`src/rtl/vga_pkg.sv`:
```
// ============================================================================
// Module      : vga_pkg
// Description : Shared display constants for the VGA pixel path: raster size,
//               coordinate width, 3-3-2 colour fields and palette.
// Revision    : 1.0 - initial release
// ============================================================================
`default_nettype none

package vga_pkg;

    localparam int COORD_W      = 10;
    localparam int POS_W        = 11;
    localparam int H_ACTIVE_DEF = 640;
    localparam int V_ACTIVE_DEF = 480;

    // 3-3-2 field positions within the RGB byte
    localparam int R_MSB = 7;
    localparam int R_LSB = 5;
    localparam int G_MSB = 4;
    localparam int G_LSB = 2;
    localparam int B_MSB = 1;
    localparam int B_LSB = 0;

    localparam logic [7:0] BLACK  = 8'h00;
    localparam logic [7:0] BG     = 8'h03;
    localparam logic [7:0] BORDER = 8'hFF;
    localparam logic [7:0] SPRITE = 8'hE0;
    localparam logic [7:0] GRID   = 8'h49;

    typedef struct packed {
        logic up;
        logic down;
        logic left;
        logic right;
    } btn_t;

    function automatic logic [7:0] pack_rgb(input logic [2:0] r,
                                            input logic [2:0] g,
                                            input logic [1:0] b);
        logic [7:0] v;
        v              = 8'h00;
        v[R_MSB:R_LSB] = r;
        v[G_MSB:G_LSB] = g;
        v[B_MSB:B_LSB] = b;
        return v;
    endfunction

endpackage

`default_nettype wire

```
`src/rtl/sprite_pos_ctrl.sv`:
```
// ============================================================================
// Module      : sprite_pos_ctrl
// Description : Button synchronizers and once-per-frame sprite position update
//               with clamping to the visible area.
// Revision    : 1.0 - initial release
// ============================================================================
`default_nettype none

module sprite_pos_ctrl
    import vga_pkg::*;
#(
    parameter int H_ACTIVE = H_ACTIVE_DEF,
    parameter int V_ACTIVE = V_ACTIVE_DEF,
    parameter int SPRITE_W = 16,
    parameter int SPRITE_H = 16,
    parameter int STEP     = 2
) (
    input  logic               i_CLK,
    input  logic               i_RESET,
    input  logic               i_FRAME_TICK,
    input  logic               i_BTN_UP,
    input  logic               i_BTN_DOWN,
    input  logic               i_BTN_LEFT,
    input  logic               i_BTN_RIGHT,
    output logic [COORD_W-1:0] o_X,
    output logic [COORD_W-1:0] o_Y
);

    localparam logic [COORD_W-1:0] C_X_MAX  = COORD_W'(H_ACTIVE - SPRITE_W);
    localparam logic [COORD_W-1:0] C_Y_MAX  = COORD_W'(V_ACTIVE - SPRITE_H);
    localparam logic [COORD_W-1:0] C_X_HOME = COORD_W'((H_ACTIVE - SPRITE_W) / 2);
    localparam logic [COORD_W-1:0] C_Y_HOME = COORD_W'((V_ACTIVE - SPRITE_H) / 2);
    localparam logic [COORD_W-1:0] C_STEP   = COORD_W'(STEP);

    btn_t               r_btn_meta;
    btn_t               r_btn_sync;
    logic [COORD_W-1:0] r_X;
    logic [COORD_W-1:0] r_Y;
    logic [COORD_W-1:0] w_x_nxt;
    logic [COORD_W-1:0] w_y_nxt;

    always_ff @(posedge i_CLK) begin
        if (!i_RESET) begin
            r_btn_meta <= '0;
            r_btn_sync <= '0;
        end else begin
            r_btn_meta <= '{up: i_BTN_UP, down: i_BTN_DOWN,
                            left: i_BTN_LEFT, right: i_BTN_RIGHT};
            r_btn_sync <= r_btn_meta;
        end
    end

    // Bounds are tested in 11 bits so the add never wraps before the compare;
    // the 10-bit result is only taken on the in-range branch.
    always_comb begin
        w_x_nxt = r_X;
        if (r_btn_sync.left && !r_btn_sync.right) begin
            w_x_nxt = (r_X < C_STEP) ? '0 : r_X - C_STEP;
        end else if (r_btn_sync.right && !r_btn_sync.left) begin
            w_x_nxt = (({1'b0, r_X} + POS_W'(STEP)) > {1'b0, C_X_MAX}) ? C_X_MAX : r_X + C_STEP;
        end
    end

    always_comb begin
        w_y_nxt = r_Y;
        if (r_btn_sync.up && !r_btn_sync.down) begin
            w_y_nxt = (r_Y < C_STEP) ? '0 : r_Y - C_STEP;
        end else if (r_btn_sync.down && !r_btn_sync.up) begin
            w_y_nxt = (({1'b0, r_Y} + POS_W'(STEP)) > {1'b0, C_Y_MAX}) ? C_Y_MAX : r_Y + C_STEP;
        end
    end

    always_ff @(posedge i_CLK) begin
        if (!i_RESET) begin
            r_X <= C_X_HOME;
            r_Y <= C_Y_HOME;
        end else if (i_FRAME_TICK) begin
            r_X <= w_x_nxt;
            r_Y <= w_y_nxt;
        end
    end

    assign o_X = r_X;
    assign o_Y = r_Y;

endmodule

`default_nettype wire

```
`src/rtl/game_pixel_renderer.sv`:
```
// ============================================================================
// Module      : game_pixel_renderer
// Description : Two-stage pixel pipeline drawing background, border and a
//               movable sprite in 3-3-2 RGB. Define GRID_OVERLAY_EN to add a
//               32-pixel grid overlay.
// Revision    : 1.0 - initial release
// ============================================================================
`default_nettype none

module game_pixel_renderer
    import vga_pkg::*;
#(
    parameter int         H_ACTIVE     = H_ACTIVE_DEF,
    parameter int         V_ACTIVE     = V_ACTIVE_DEF,
    parameter int         SPRITE_W     = 16,
    parameter int         SPRITE_H     = 16,
    parameter int         STEP         = 2,
    parameter logic [7:0] BG_COLOR     = BG,
    parameter logic [7:0] BORDER_COLOR = BORDER,
    parameter logic [7:0] SPRITE_COLOR = SPRITE
) (
    input  logic               i_CLK,
    input  logic               i_RESET,
    input  logic [COORD_W-1:0] i_COL,
    input  logic [COORD_W-1:0] i_ROW,
    input  logic               i_ACTIVE,
    input  logic               i_FRAME_TICK,
    input  logic               i_BTN_UP,
    input  logic               i_BTN_DOWN,
    input  logic               i_BTN_LEFT,
    input  logic               i_BTN_RIGHT,
    output logic [7:0]         o_RGB,
    output logic               o_RGB_VALID
);

    logic [COORD_W-1:0] w_x;
    logic [COORD_W-1:0] w_y;
    logic               w_sprite_hit;
    logic               w_border_hit;
    logic [7:0]         w_rgb;
    logic               r_sprite_hit;
    logic               r_border_hit;
    logic               r_active;
    logic [7:0]         r_rgb;
    logic               r_rgb_valid;

    sprite_pos_ctrl #(
        .H_ACTIVE (H_ACTIVE),
        .V_ACTIVE (V_ACTIVE),
        .SPRITE_W (SPRITE_W),
        .SPRITE_H (SPRITE_H),
        .STEP     (STEP)
    ) u_pos (
        .i_CLK        (i_CLK),
        .i_RESET      (i_RESET),
        .i_FRAME_TICK (i_FRAME_TICK),
        .i_BTN_UP     (i_BTN_UP),
        .i_BTN_DOWN   (i_BTN_DOWN),
        .i_BTN_LEFT   (i_BTN_LEFT),
        .i_BTN_RIGHT  (i_BTN_RIGHT),
        .o_X          (w_x),
        .o_Y          (w_y)
    );

    assign w_sprite_hit = (i_COL >= w_x) && ({1'b0, i_COL} < ({1'b0, w_x} + POS_W'(SPRITE_W))) &&
                          (i_ROW >= w_y) && ({1'b0, i_ROW} < ({1'b0, w_y} + POS_W'(SPRITE_H)));
    assign w_border_hit = (i_COL == '0) || (i_COL == COORD_W'(H_ACTIVE - 1)) ||
                          (i_ROW == '0) || (i_ROW == COORD_W'(V_ACTIVE - 1));

    always_ff @(posedge i_CLK) begin
        if (!i_RESET) begin
            r_sprite_hit <= 1'b0;
            r_border_hit <= 1'b0;
            r_active     <= 1'b0;
        end else begin
            r_sprite_hit <= w_sprite_hit;
            r_border_hit <= w_border_hit;
            r_active     <= i_ACTIVE;
        end
    end

`ifdef GRID_OVERLAY_EN
    logic r_grid_hit;

    always_ff @(posedge i_CLK) begin
        if (!i_RESET) begin
            r_grid_hit <= 1'b0;
        end else begin
            r_grid_hit <= (i_COL[4:0] == 5'd0) || (i_ROW[4:0] == 5'd0);
        end
    end

    always_comb begin
        w_rgb = BLACK;
        if (r_active) begin
            if (r_sprite_hit)      w_rgb = SPRITE_COLOR;
            else if (r_border_hit) w_rgb = BORDER_COLOR;
            else if (r_grid_hit)   w_rgb = GRID;
            else                   w_rgb = BG_COLOR;
        end
    end
`else
    always_comb begin
        w_rgb = BLACK;
        if (r_active) begin
            if (r_sprite_hit)      w_rgb = SPRITE_COLOR;
            else if (r_border_hit) w_rgb = BORDER_COLOR;
            else                   w_rgb = BG_COLOR;
        end
    end
`endif

    always_ff @(posedge i_CLK) begin
        if (!i_RESET) begin
            r_rgb       <= BLACK;
            r_rgb_valid <= 1'b0;
        end else begin
            r_rgb       <= w_rgb;
            r_rgb_valid <= r_active;
        end
    end

    assign o_RGB       = r_rgb;
    assign o_RGB_VALID = r_rgb_valid;

endmodule

`default_nettype wire
```
`config.mk`:
```
export PLATFORM = sky130hd
export DESIGN_NAME = game_pixel_renderer
export DESIGN_NICKNAME = d
export VERILOG_FILES = /design/src/rtl/vga_pkg.sv /design/src/rtl/sprite_pos_ctrl.sv /design/src/rtl/game_pixel_renderer.sv
export SDC_FILE = /design/constraint.sdc
export NUM_CORES = 1
export LEC_CHECK = 0
export ABC_AREA = 1
export CELL_PAD_IN_SITES_DETAIL_PLACEMENT = 0
export CELL_PAD_IN_SITES_GLOBAL_PLACEMENT = 1
export CORE_MARGIN = 10
export CORE_UTILIZATION = 41
export CTS_CLUSTER_SIZE = 20
export DETAILED_ROUTE_END_ITERATION = 12
export GPL_TIMING_DRIVEN = 1
export PLACE_DENSITY = 0.91
export SYNTH_ARGS = -nofsm -noshare
export SYNTH_HDL_FRONTEND = slang
export SYNTH_SLANG_ARGS = --single-unit
export TNS_END_PERCENT = 1
```
`constraint.sdc`:
```
create_clock -name i_CLK -period 2 [get_ports i_CLK]
set_input_delay 0.4 -clock i_CLK [delete_from_list [all_inputs] [get_ports i_CLK]]
set_output_delay 0.4 -clock i_CLK [all_outputs]
set_load 0.05 [all_outputs]
```
# [Word level (Yosys, flattened, before mapping)]
# Index checks and enable logic that the tools add are counted.
[op_classes] n_eq_ne=2 mux=10 n_addsub=8 n_bitwise=2 n_reduce_logical=22 order_cmp=8
[op_table] cell="$mux 10" n=8
[op_table] cell="$add 10x2->11 const B" n=2
[op_table] cell="$add 10x5->11 const B" n=2
[op_table] cell="$lt 10x11->1" n=2
[op_table] cell="$add 10x2->10 const B" n=2
[op_table] cell="$ge 10x10->1" n=2
[op_table] cell="$logic_not 10->1" n=2
[op_table] cell="$lt 10x2->1 const B" n=2
[op_table] cell="$sub 10x2->10 const B" n=2
[op_table] cell="$mux 8" n=2
[op_table] cell="$gt 11x10->1 const B" n=1
[op_table] cell="$gt 11x9->1 const B" n=1
[op_table] cell="$eq 10x10->1 const B" n=1
[op_table] cell="$eq 10x9->1 const B" n=1
[op_table] cell="$logic_and 1x1->1" n=7
[op_table] cell="$reduce_and 2->1" n=3
[op_table] cell="$logic_not 1->1" n=4
[op_table] cell="$reduce_bool 2->1" n=2
[op_table] cell="$logic_or 1x1->1" n=3
[op_table] cell="$reduce_or 3->1" n=1
[op_table] cell="$not 1->1" n=2
[word_totals] elab_cells=68 in_bits=28 output_inout_bits=9 reg_bits=40

# [Depth between registers and ports, before layout]
[depth] depth_word=5 depth_mapped=13 depth_no_buf=13

# [Cells and area by module]
# From an unflattened synthesis, not the netlist that was laid out.
[unflattened] hier_cells=532 hier_area_um2=3321.9
[by_module_without_submodules] module="sprite_pos_ctrl" instances=1 seq_area_each_um2=520.5 area_each_um2=1940.6 cells_each=313
[by_module_without_submodules] module="game_pixel_renderer" instances=1 seq_area_each_um2=140.1 area_each_um2=1381.3 cells_each=219

# [Least setup slack after synthesis]
# No wires, ideal clock.
[synth_path] path_kind="reg2reg" startpoint="register u_pos.r_X[5], in the netlist u_pos.o_X[5]" endpoint="register r_sprite_hit" stages_incl_launch_ff=11 slack_ps=153 setup_ps=110 synth_period_minus_slack_ps=1847 arrival_time_ps=1737 t_required_ps=1890 cell_sequence="dfxtp_1 -> ha_1 -> nand3_2 -> xor2_1 -> ha_1 -> a21oi_1 -> or2_2 -> nand3_1 -> nor2_1 -> nand2_1 -> nor2_1"
[synth_via] elab_chain_len=5 elab_cells_between_ends=6 classes_between="add/sub (1); order compare (2); reduce/logical (3)"
[synth_lines] item="from (decl)" line="sprite_pos_ctrl.sv:37" rtl="logic [COORD_W-1:0] r_X;"
[synth_lines] item="from (signal assigned)" line="sprite_pos_ctrl.sv:78" rtl="r_X <= w_x_nxt;"
[synth_lines] item="$add 10x5->11" line="game_pixel_renderer.sv:65" rtl="assign w_sprite_hit = (i_COL >= w_x) && ({1'b0, i_COL} < ({1'b0, w_x} + POS_W'(SPRITE_W))) &&"
[synth_lines] item="$lt 10x11->1" line="game_pixel_renderer.sv:65"
[synth_lines] item="$logic_and 1x1->1 (*) (2 in a row)" line="game_pixel_renderer.sv:65"
[synth_lines] item="$logic_and 1x1->1 (*)" line="game_pixel_renderer.sv:66" rtl="(i_ROW >= w_y) && ({1'b0, i_ROW} < ({1'b0, w_y} + POS_W'(SPRITE_H)));"
[synth_lines] item="to (signal assigned)" line="game_pixel_renderer.sv:76" rtl="r_sprite_hit <= w_sprite_hit;"
[synth_lines] item="to (decl)" line="game_pixel_renderer.sv:41" rtl="logic r_sprite_hit;"
# Mark *: on every way between the ends. The rest lies on a longest branch, timed or not.
# A chain may end at the register's enable or synchronous reset.

# [Worst setup path in the final report]
[layout_path] startpoint="register u_pos.r_X[4], in the netlist u_pos.o_X[4]" endpoint="register r_sprite_hit"
# Same word-level chain as after synthesis.

==> flow_summary.toml <==
[status]
status = "completed"

[layout]
area_growth_pct = 22.6
layout-drive-gt1-share = 0.157
antenna_cells = 0
stdcell_area_mm2 = 0.00384
fillers = 729
fin_nets = 590

[floorplanning]
dieWidth_um = 107
die_area_mm2 = 0.0115
rows = 31
die_y_um = 107
start_util = 0.428
ios = 37
core-area_mm2 = 0.00733

[sta]
finalSetupViolCount = 0
rsz0062_at_grt = "no"
slew_headroom = 0.660
hold_ws_ns = 0.411
fin_crit_ns = 1.86
skew_ns = 0.00609
period_share = 0.930
final-hold-violation-count = 0
layout_setup_ws_ns = 0.140
clock.fmax_ghz = 0.538
finalMaxSlewViolations = 0
tns_ns = 0
worst_pin_slew_ns = 0.508

[synthesis]
synth_cells = 463
synth_warnings = 0
synth.cell_area_mm2 = 0.00314
synth-seq-area-share = 0.211
synth_seq_cells = 33
synth_ff_type = "dfxtp_1"
syn_nets = 531
synth_edf_count = 0
syn_area_per_cell_um2 = 6.77
async_flop_share = 0
synth.distinct_cells = 39

[clock_tree]
cts_sinks = 33
cts_buffers = 5
clk_pin_slew_ns = 0.07
cts_max_level = 2
cts_root_buf = "clkbuf_8"
cts_setup_buffers = 0
clk_latency_ns = 0.29
max-clock-path-buffers = 2
cts_tree = "done"

[place]
detailedPlace.worstSlack_ns = -0.00544
dpl_cell_area_mm2 = 0.00375
gp_congestion = 0.950
io_buffers = 36
hpwlAfterDp_um = 6900

[global_route]
use_met3 = 0.0251
grt_pass1_vias = 3112
busiest_layer = "met2"
grt_use_met2 = 0.272
grt_max_degree = 13
grt.met1_usage = 0.172
antenna_found_initial = 0
grt_overflow = 0
grt_usage = 0.148
grt_pass1_wl_um = 14300

[worst_setup_path]
critPathKind = "reg -> reg"
reg2reg_from = "u_pos.o_X[4]$_SDFFE_PN1P_"
crit_family = "simple AND/OR/NAND/NOR gates"
reg2reg_slack_ns = 0.14
worstSetupEndpointType = "register"
path_buf_inv = 0
cp_data_required_time_ns = 2.19
slowest_stage = "dfxtp_2"
cp-start-kind = "register"
cp_slowest_stage_delay_ns = 0.38
r2r-end = "r_sprite_hit$_SDFF_PN0_"
path_max_fanout = 6
cp.arrival_ns = 2.05
crit_chain = "ha_1, nand3_2, xor2_1, ha_1, a21oi_1, or2_2, nand3_1, nor2_1, nand2_1, nor2_1"
ff2ff_path_depth = 10

[min_path]
whs_path_depth = 2
hold_start = "u_pos.r_btn_meta[1]$_SDFF_PN0_"
hold_class = "reg -> reg"
hold_path_end = "u_pos.r_btn_sync[1]$_SDFF_PN0_"

[routing]
via_per_inst = 5.05
drcViolationCount = 0
vias = 3144
ant_nets = 0
wirelength_um = 8470
drtIter0Drc = 98
wl_per_cell_um = 13.6
firstDrtPassIters = 4

[power]
p_leak_nw = 1.78
power.density_mw_per_mm2 = 446
total_power_mw = 1.72
peakVddDrop_v = 0.000303

[run]
maxCapViolations = 0
[cell type report]
| cell class | instances | area [µm²] | area share |
|---|---|---|---|
| well taps | 99 | 124 | 0.0322 |
| clock buffers | 5 | 68.8 | 0.0179 |
| flip-flops and latches | 33 | 667 | 0.174 |
| clock inverters | 3 | 17.5 | 0.00456 |
| inverters | 54 | 203 | 0.0527 |
| multi-input cells | 361 | 2170 | 0.565 |
| repair buffers | 67 | 593 | 0.154 |
[registers in the layout, summed over array words and instances (netlist names)]
name / flops
o_RGB: 3
u_pos.o_Y: 9
u_pos.r_btn_sync: 4
r_active: 1
u_pos.r_btn_meta: 4
o_RGB_VALID: 1
r_border_hit: 1
r_sprite_hit: 1
u_pos.o_X: 9
[cell families after synthesis]
logic type      count (synthesis)  share of synthesized area
compound gates                 73                      0.126
buf+inv                        69                     0.0986
xor+xnor                       22                     0.0638
flops                          33                      0.211
fa+ha+maj                      40                      0.160
simple gates                  226                      0.342
[cells in the final DEF, fill, tap and decap left out, types with 2 or more instances in the layout]
cell	netlist	layout
clkinv_2	0	2
nor4_1	4	4
or2_2	5	5
dfxtp_2	0	5
inv_1	47	47
nand3_2	5	5
nand3_1	29	29
clkbuf_8	0	5
o21ai_1	3	4
a21oi_1	36	36
nand2_1	109	109
o21ai_0	25	24
buf_4	7	31
xnor2_1	4	4
dfxtp_1	33	28
inv_2	7	7
a21oi_2	2	2
nand2_2	5	5
nand4_1	13	13
clkdlybuf4s50_1	0	36
xor2_1	17	17
nor3_1	6	6
ha_1	40	40
nor2_1	35	35
nor2_4	2	2
nor2_2	6	6
[synthesized netlist by cell type, types with 3 or more instances]
| cell | count | area, µm² |
|---|---|---|
| nand2_1 | 109 | 409 |
| inv_1 | 47 | 176 |
| ha_1 | 40 | 500 |
| a21oi_1 | 36 | 180 |
| nor2_1 | 35 | 131 |
| dfxtp_1 | 33 | 661 |
| nand3_1 | 29 | 145 |
| o21ai_0 | 25 | 125 |
| xor2_1 | 17 | 149 |
| nand4_1 | 13 | 81.3 |
| buf_4 | 7 | 52.6 |
| inv_2 | 7 | 26.3 |
| nor2_2 | 6 | 37.5 |
| nor3_1 | 6 | 30.0 |
| nand2_2 | 5 | 31.3 |
| nand3_2 | 5 | 50.1 |
| or2_2 | 5 | 31.3 |
| clkbuf_1 | 4 | 15.0 |
| nor4_1 | 4 | 25.0 |
| xnor2_1 | 4 | 35.0 |
| buf_6 | 3 | 33.8 |
| o21ai_1 | 3 | 15.0 |
[through the flow]
| stage | std cells | utilization |
|---|---|---|
| 2_1_floorplan | 463 | - |
| 6_report | 622 | 0.524 |
| 3_3_place_gp | 614 | 0.511 |
| 5_1_grt | 622 | 0.524 |
| 3_5_place_dp | 614 | 0.511 |
| 4_1_cts | 622 | 0.523 |
[what timing repair did]
item	CTS	global route
setup endpoints to repair	0	4
resized for setup	0	7
hold buffers	0	0
[worst max path at each step]
stage	startpoint	end	slack (ns)	cells past startpoint
after floorplan	u_pos.o_X[5]$_SDFFE_PN1P_	r_sprite_hit$_SDFF_PN0_	0.15	10
after global placement	i_COL[5]	r_sprite_hit$_SDFF_PN0_	0.06	10
after detailed placement	i_COL[5]	r_sprite_hit$_SDFF_PN0_	-0.005	10
after CTS	u_pos.o_X[4]$_SDFFE_PN1P_	r_sprite_hit$_SDFF_PN0_	0.07	10
after global routing	u_pos.o_X[4]$_SDFFE_PN1P_	r_sprite_hit$_SDFF_PN0_	0.007	11
final	u_pos.o_X[4]$_SDFFE_PN1P_	r_sprite_hit$_SDFF_PN0_	0.14	10
[metal layers]
metal | vias to the layer above | share of wire
met4 | 0 | 0.0057
met2 | 70 | 0.51
met3 | 6 | 0.038
li1 | 1643 | -
met5 | - | 0
met1 | 1425 | 0.45
[tightest hold or removal path, delay by kind of cell, from the launching register on]
family | cells | cell delay, ns
flip-flops | 1 | 0.31
AND/OR/NAND/NOR | 1 | 0.04
buffers and inverters | 1 | 0.04
[power by group]
part	leakage, nW	switching [mW]	internal (mW)
Clock	0.0439	0.263	0.240
Sequential	0.270	0.0263	0.685
Combinational	1.46	0.276	0.225
Note: power is estimated with default switching activity, not from simulation.
